## src/rtl/uart_pkg.sv

```systemverilog
// Shared UART definitions: transmitter state encoding, parity modes and bit-period helper.
// Imported by both the transmitter and the receiver.
package uart_pkg;

  typedef enum logic [2:0] {
    IDLE,
    START,
    DATA,
    PARITY,
    STOP
  } uart_tx_state_t;

  localparam int unsigned PAR_NONE = 0;
  localparam int unsigned PAR_ODD  = 1;
  localparam int unsigned PAR_EVEN = 2;

  function automatic int unsigned bit_cyc(input int unsigned clk_freq, input int unsigned baud);
    return clk_freq / baud;
  endfunction

endpackage

```

## src/rtl/uart_tx_if.sv

```systemverilog
// Parallel-side handshake and serial-line signals of the UART transmitter.
interface uart_tx_if #(
  parameter int unsigned DATA_W = 8
) ();

  logic [DATA_W-1:0] tx_data;
  logic              tx_valid;
  logic              tx_ready;
  logic              tx;
  logic              tx_busy;
  logic              tx_done;

  modport master (
    output tx_data,
    output tx_valid,
    input  tx_ready,
    input  tx,
    input  tx_busy,
    input  tx_done
  );

  modport slave (
    input  tx_data,
    input  tx_valid,
    output tx_ready,
    output tx,
    output tx_busy,
    output tx_done
  );

endinterface

```

## src/rtl/uart_baud_cnt.sv

```systemverilog
// Bit-period counter: counts 0..BIT_CYC-1 while enabled and flags the last cycle of each bit.
module uart_baud_cnt #(
  parameter int unsigned BIT_CYC = 5208
) (
  input  logic clk,
  input  logic rst_n,
  input  logic clear,
  input  logic enable,
  output logic bit_end
);

  localparam int unsigned CW   = (BIT_CYC > 1) ? $clog2(BIT_CYC) : 1;
  localparam logic [CW-1:0] LAST = CW'(BIT_CYC - 1);

  logic [CW-1:0] cnt_q;

  always_ff @(posedge clk or negedge rst_n) begin
    if (!rst_n) begin
      cnt_q <= '0;
    end else if (clear) begin
      cnt_q <= '0;
    end else if (enable) begin
      cnt_q <= (cnt_q == LAST) ? '0 : cnt_q + 1'b1;
    end
  end

  assign bit_end = enable && (cnt_q == LAST);

endmodule

```

## src/rtl/uart_tx.sv

```systemverilog
// UART transmitter: start bit, DATA_W data bits LSB-first, optional parity, one stop bit.
// The line level is registered and always reflects the state being entered.
module uart_tx #(
  parameter int unsigned CLK_FREQ  = 50_000_000,
  parameter int unsigned BAUD_RATE = 9600,
  parameter int unsigned DATA_W    = 8,
  parameter int unsigned PARITY    = 0
) (
  input  logic     clk,
  input  logic     rst_n,
  uart_tx_if.slave bus
);

  import uart_pkg::*;

  localparam int unsigned BIT_CYC  = uart_pkg::bit_cyc(CLK_FREQ, BAUD_RATE);
  localparam bit          HAS_PAR  = (PARITY == PAR_ODD) || (PARITY == PAR_EVEN);
  localparam logic        ODD_PAR  = (PARITY == PAR_ODD);
  localparam logic [2:0]  LAST_BIT = 3'(DATA_W - 1);

  if (DATA_W < 5 || DATA_W > 8) begin : g_bad_data_w
    $error("uart_tx: DATA_W must be in 5..8");
  end
  if (PARITY > PAR_EVEN) begin : g_bad_parity
    $warning("uart_tx: PARITY values above 2 are treated as no parity");
  end

  uart_tx_state_t    state_q, state_d;
  logic [DATA_W-1:0] shift_q, shift_d;
  logic [2:0]        idx_q, idx_d;
  logic              par_q, par_d;
  logic              tx_q, tx_d;
  logic              bit_end;
  logic              cnt_clear;

  // Held cleared in IDLE; every other state change happens on bit_end, where the count wraps to 0.
  assign cnt_clear = (state_q == IDLE);

  uart_baud_cnt #(
    .BIT_CYC(BIT_CYC)
  ) u_baud (
    .clk    (clk),
    .rst_n  (rst_n),
    .clear  (cnt_clear),
    .enable (!cnt_clear),
    .bit_end(bit_end)
  );

  always_ff @(posedge clk or negedge rst_n) begin
    if (!rst_n) begin
      state_q <= IDLE;
      shift_q <= '0;
      idx_q   <= '0;
      par_q   <= 1'b0;
      tx_q    <= 1'b1;
    end else begin
      state_q <= state_d;
      shift_q <= shift_d;
      idx_q   <= idx_d;
      par_q   <= par_d;
      tx_q    <= tx_d;
    end
  end

  always_comb begin
    state_d = state_q;
    shift_d = shift_q;
    idx_d   = idx_q;
    par_d   = par_q;
    tx_d    = tx_q;
    case (state_q)
      IDLE: begin
        tx_d = 1'b1;
        if (bus.tx_valid) begin
          state_d = START;
          shift_d = bus.tx_data;
          par_d   = (^bus.tx_data) ^ ODD_PAR;
          idx_d   = '0;
          tx_d    = 1'b0;
        end
      end
      START: begin
        if (bit_end) begin
          state_d = DATA;
          tx_d    = shift_q[0];
        end
      end
      DATA: begin
        if (bit_end) begin
          if (idx_q == LAST_BIT) begin
            if (HAS_PAR) begin
              state_d = uart_pkg::PARITY;
              tx_d    = par_q;
            end else begin
              state_d = STOP;
              tx_d    = 1'b1;
            end
          end else begin
            idx_d   = idx_q + 3'd1;
            shift_d = shift_q >> 1;
            tx_d    = shift_q[1];
          end
        end
      end
      uart_pkg::PARITY: begin
        if (bit_end) begin
          state_d = STOP;
          tx_d    = 1'b1;
        end
      end
      STOP: begin
        if (bit_end) begin
          state_d = IDLE;
          tx_d    = 1'b1;
        end
      end
      default: begin
        state_d = IDLE;
        tx_d    = 1'b1;
      end
    endcase
  end

  assign bus.tx       = tx_q;
  assign bus.tx_ready = (state_q == IDLE);
  assign bus.tx_busy  = (state_q != IDLE);
  assign bus.tx_done  = (state_q == STOP) && bit_end;

endmodule

```

## src/flat_wrapper.sv

```systemverilog
// flat-port wrapper written by rule: the top's interface ports become plain ports
module uart_tx_flat import uart_pkg::*;
#(
  parameter int unsigned CLK_FREQ  = 50_000_000,
  parameter int unsigned BAUD_RATE = 9600,
  parameter int unsigned DATA_W    = 8,
  parameter int unsigned PARITY    = 0
)
  (clk, rst_n, bus_tx_data, bus_tx_valid, bus_tx_ready, bus_tx, bus_tx_busy, bus_tx_done);
  uart_tx_if #(.DATA_W(DATA_W)) bus_i ();
  input  logic clk;
  input  logic rst_n;
  input wire logic [$bits(bus_i.tx_data)-1:0] bus_tx_data;
  input wire logic [$bits(bus_i.tx_valid)-1:0] bus_tx_valid;
  output wire logic [$bits(bus_i.tx_ready)-1:0] bus_tx_ready;
  output wire logic [$bits(bus_i.tx)-1:0] bus_tx;
  output wire logic [$bits(bus_i.tx_busy)-1:0] bus_tx_busy;
  output wire logic [$bits(bus_i.tx_done)-1:0] bus_tx_done;
  assign bus_i.tx_data = bus_tx_data;
  assign bus_i.tx_valid = bus_tx_valid;
  assign bus_tx_ready = bus_i.tx_ready;
  assign bus_tx = bus_i.tx;
  assign bus_tx_busy = bus_i.tx_busy;
  assign bus_tx_done = bus_i.tx_done;
  uart_tx #(.CLK_FREQ(CLK_FREQ), .BAUD_RATE(BAUD_RATE), .DATA_W(DATA_W), .PARITY(PARITY)) u_core (.clk(clk), .rst_n(rst_n), .bus(bus_i));
endmodule
```

## config.mk

```make
export PLATFORM = sky130hd
export DESIGN_NAME = uart_tx_flat
export DESIGN_NICKNAME = d
export VERILOG_FILES = /design/src/rtl/uart_pkg.sv /design/src/rtl/uart_tx_if.sv /design/src/rtl/uart_baud_cnt.sv /design/src/rtl/uart_tx.sv /design/src/flat_wrapper.sv
export SDC_FILE = /design/constraint.sdc
export NUM_CORES = 1
export LEC_CHECK = 0
export BUFFER_PORTS_ARGS = -buffer_cell sky130_fd_sc_hd__buf_2
export CORE_MARGIN = 1
export CORE_UTILIZATION = 60
export DETAILED_ROUTE_END_ITERATION = 10
export GPL_TIMING_DRIVEN = 0
export PLACE_DENSITY = 0.89
export SLEW_MARGIN = 10
export SYNTH_ARGS = -nofsm -noshare
export SYNTH_HDL_FRONTEND = slang
export SYNTH_HIERARCHICAL = 1
export SYNTH_SLANG_ARGS = --single-unit
```

## constraint.sdc

```tcl
create_clock -name clk -period 7.2 [get_ports clk]
set_clock_uncertainty 0.15 [all_clocks]
set_input_delay 0.36 -clock clk [delete_from_list [all_inputs] [get_ports clk]]
set_output_delay 0.36 -clock clk [all_outputs]
set_load 0.1 [all_outputs]
```

==> results.rst <==
.. list-table::
   :header-rows: 1

   * - Metric
     - Value
   * - Total of endpoints with negative setup slack in the final report
     - 0
   * - Post-Route M1 WL
     - 1.430 mm
   * - Path class of the lowest-slack min-delay path
     - in -> reg
   * - Clock Pin Slew Worst Setup and Hold Paths
     - 0.14 ns
   * - Hold_sp
     - bus_tx_data[7]
   * - Worst Slack Setup Final
     - 4.255 ns
   * - CTS Buf Count
     - 3
   * - Maximum number of pins on one net before global-route repair
     - 29
   * - Number of warnings issued by yosys
     - 6
   * - Fmax
     - 339.5 MHz
   * - Deepest clock path buffer count
     - 2
   * - Worst-Skew Late Latency
     - 0.34 ns
   * - Commonest non-fill, non-tap cell in the layout
     - dfrtp_1
   * - Critical path data arrival time
     - 2.44 ns
   * - Count of buffers inserted at the top-level ports
     - 14
   * - Clk sinks
     - 28
   * - CTS tree
     - done
   * - # fillers
     - 171
   * - Worst slew margin relative to its limit
     - 59.25%
   * - Slew @ Worst Pin
     - 0.6113 ns
   * - Final number of hold-violating endpoints
     - 0
   * - Final routed DRC violation total
     - 0
   * - Wire length of the first global-routing pass
     - 4.871 mm
   * - Post-CTS setup buffer count
     - 0
   * - Gate Count Post-Synth
     - 140
   * - Overall routing resource usage
     - 24.10%
   * - Worst R2R Path Depth
     - 7
   * - Unrepaired setup endpoints after global routing
     - no
   * - Cell chain of the critical path
     - clkbuf_1, or3_1, and4_1, nand2_1, nor3_1, buf_2
   * - Power density over the cells
     - 142.6 mW/mm^2
   * - Final wirelength
     - 3.083 mm
   * - Worst stage delay on the critical path
     - 0.45 ns
   * - Die Y
     - 52.96 um
   * - Drt first-iter violations
     - 35
   * - Result of the run
     - complete, no violations
   * - Biggest area contributors in the synthesized netlist
     - dfrtp_1 43%, mux2_4 6.7%, mux2_2 5.8%, nor2_1 3.1%, nand2_1 2.7%
   * - Deepest level of the CTS H-tree
     - 1
   * - Final number of max-transition violations
     - 0
   * - MaxCap Viol Count
     - 0
   * - Biggest area consumer among synthesized cells
     - dfrtp_1
   * - Endpoint of the worst hold-timing path
     - u_core/shift_q[7]
   * - Start-to-end type of the worst setup path
     - reg -> out
   * - Crit end category
     - output pin
   * - Area occupied by registers
     - 701.9 sq um
   * - Vias per Instance
     - 6.079
   * - Count of antenna diodes in the layout
     - 0
   * - Met2 wire length
     - 1.497 mm
   * - Portion of the clock cycle consumed by the worst path in the final layout
     - 40.91%
   * - Top-area cell type share of the netlist area
     - 43.37%
   * - Count of cell instances traversed by the critical path
     - 6
   * - DR WL/cell
     - 16.31 um
   * - Ports
     - 15
   * - Tmin final
     - 2.945 ns
   * - Final non-filler cell total
     - 189
   * - Die Footprint
     - 0.002804 sq mm
   * - Sequential fraction of the synthesis area
     - 45.06%
   * - Mapped Area
     - 0.001558 sq mm
   * - Core Util, Final
     - 69.72%
   * - CTS Root Buffer Type
     - clkbuf_4
   * - Met3 wire len
     - 110 um
   * - Worst r2r dst
     - u_core/idx_q[0]
   * - Vias in the first global route
     - 1,103
   * - Peak supply drop
     - 119.5 uV
   * - Number of search-and-repair iterations in the first detailed-routing pass
     - 4
   * - Slowest-stage cell, CP
     - buf_2
   * - Share of final-layout standard cells stronger than drive strength 1
     - 28.93%
   * - Pre-CTS worst setup slack
     - 4.641 ns
   * - Average cell area after synthesis
     - 11.13 sq um
   * - Footprint of the multi-input gates
     - 799.5 sq um
   * - Standard-cell row count
     - 18
   * - Resized Gates After CTS
     - 0
   * - Synth cell types
     - 50
   * - DR top layer
     - met4
   * - Number of nets with antenna violations after routing
     - 0
   * - Via count of the routed design
     - 1,149
   * - Data required time of the worst path
     - 6.69 ns
   * - Area of the core region
     - 0.002455 sq mm
   * - Top fanout value on the critical path
     - 10
   * - HPWL after detailed placement
     - 2.223 mm
   * - CP Launch Type
     - flop
   * - Weighted congestion at the end of routability-driven global placement
     - 0.8837
   * - Commonest cells after routing, fill and taps aside
     - 27 x dfrtp_1, 17 x buf_2, 13 x nor2_1
   * - Cell total after placement
     - 184
   * - Buffer and inverter count on the worst path
     - 2
   * - FF-to-FF Start
     - u_core/state_q[1]
   * - Starting density of the core
     - 63.46%
   * - Hold Path Depth
     - 2
   * - Hold Buf Count CTS
     - 1
   * - Accumulated negative setup slack
     - 0 ns
   * - Flops & latches, synth
     - 28
   * - Pleak
     - 0.0008045 uW
   * - Die Wd
     - 52.96 um
   * - Relative area change from synthesis to final layout
     - 9.879%
   * - FF-to-FF setup slack
     - 4.55 ns
   * - Power consumption
     - 244.1 uW
   * - Mapped Nets
     - 154
   * - Count of nets after finishing
     - 174
   * - Largest delay share family, worst path
     - simple AND/OR/NAND/NOR gates
   * - Antenna violations before repair
     - 0
   * - Grt total ovfl
     - 0
[area by class of cell]
class | count | share of cell area, %
Buffer | 7 | 2.632
Inverter | 3 | 0.6579
Clock buffer | 4 | 2.120
Timing Repair Buffer | 15 | 4.678
Multi-Input combinational cell | 102 | 46.71
Sequential cell | 28 | 41.01
Tap cell | 30 | 2.193
[worst max-delay path by stage]
stage                 startpoint           endpoint
2_1_floorplan  u_core/state_q[1]        bus_tx_done
3_3_place_gp   u_core/state_q[1]  u_core/shift_q[6]
3_5_place_dp   u_core/state_q[1]  u_core/shift_q[0]
4_1_cts        u_core/state_q[1]        bus_tx_done
5_1_grt        u_core/state_q[0]        bus_tx_done
6_report       u_core/state_q[0]        bus_tx_done
[Yosys cell counts, drive strengths merged]
master / instances
dfrtp: 27
mux2: 15
nor2: 13
nand2: 11
o21ai: 6
buf: 5
nand3: 4
xor2: 4
a21oi: 3
a22o: 3
a31oi: 3
ha: 3
inv: 3
nor3: 3
xnor2: 3
clkbuf: 2
nand2b: 2
nand4: 2
nor4b: 2
or2: 2
or3: 2
a21o: 1
a221oi: 1
a311oi: 1
a32o: 1
a32oi: 1
a41oi: 1
and2: 1
and3b: 1
and4: 1
and4b: 1
and4bb: 1
dfstp: 1
nor2b: 1
o2111ai: 1
o211a: 1
o211ai: 1
o21a: 1
o311ai: 1
o31ai: 1
or3b: 1
or4: 1
or4b: 1
[registers in the layout, summed over array words and instances, names as in the netlist]
name	count
u_core/u_baud/cnt_q	13
u_core/state_q	3
u_core/shift_q	8
u_core/idx_q	3
u_core/bus.tx	1
[through the flow]
| stage | cell area, sq um | hold WS [ns] |
|---|---|---|
| floorplan | 1558 | -0.08559 |
| global placement | 1665 | 0.2455 |
| detailed placement | 1665 | 0.2563 |
| CTS | 1712 | 0.1262 |
| global route | 1712 | 0.1146 |
| finish | 1712 | 0.1228 |
[layer usage]
layer	up-vias	GRT usage (%)
met4	0	10.53
met1	565	32.60
met2	24	38.61
met5	-	0
met3	7	2.874
li1	553	-
[power by group]
part	internal, uW	total [uW]	switching [uW]
registers	157	157	0
logic	3.94	8.59	4.65
clock network	31.0	78.2	47.2
[cell families after synthesis]
family                   Yosys count  share of synthesized area [%]
AO/OA/AOI/OAI                     27                          13.98
XOR/XNOR                           7                          3.936
adder cells (fa/ha/maj)            3                          2.410
buffers and inverters             10                          3.614
flip-flops                        28                          45.06
multiplexers                      15                          12.53
AND/OR/NAND/NOR                   50                          18.47
(Power assumes the default switching activity.)
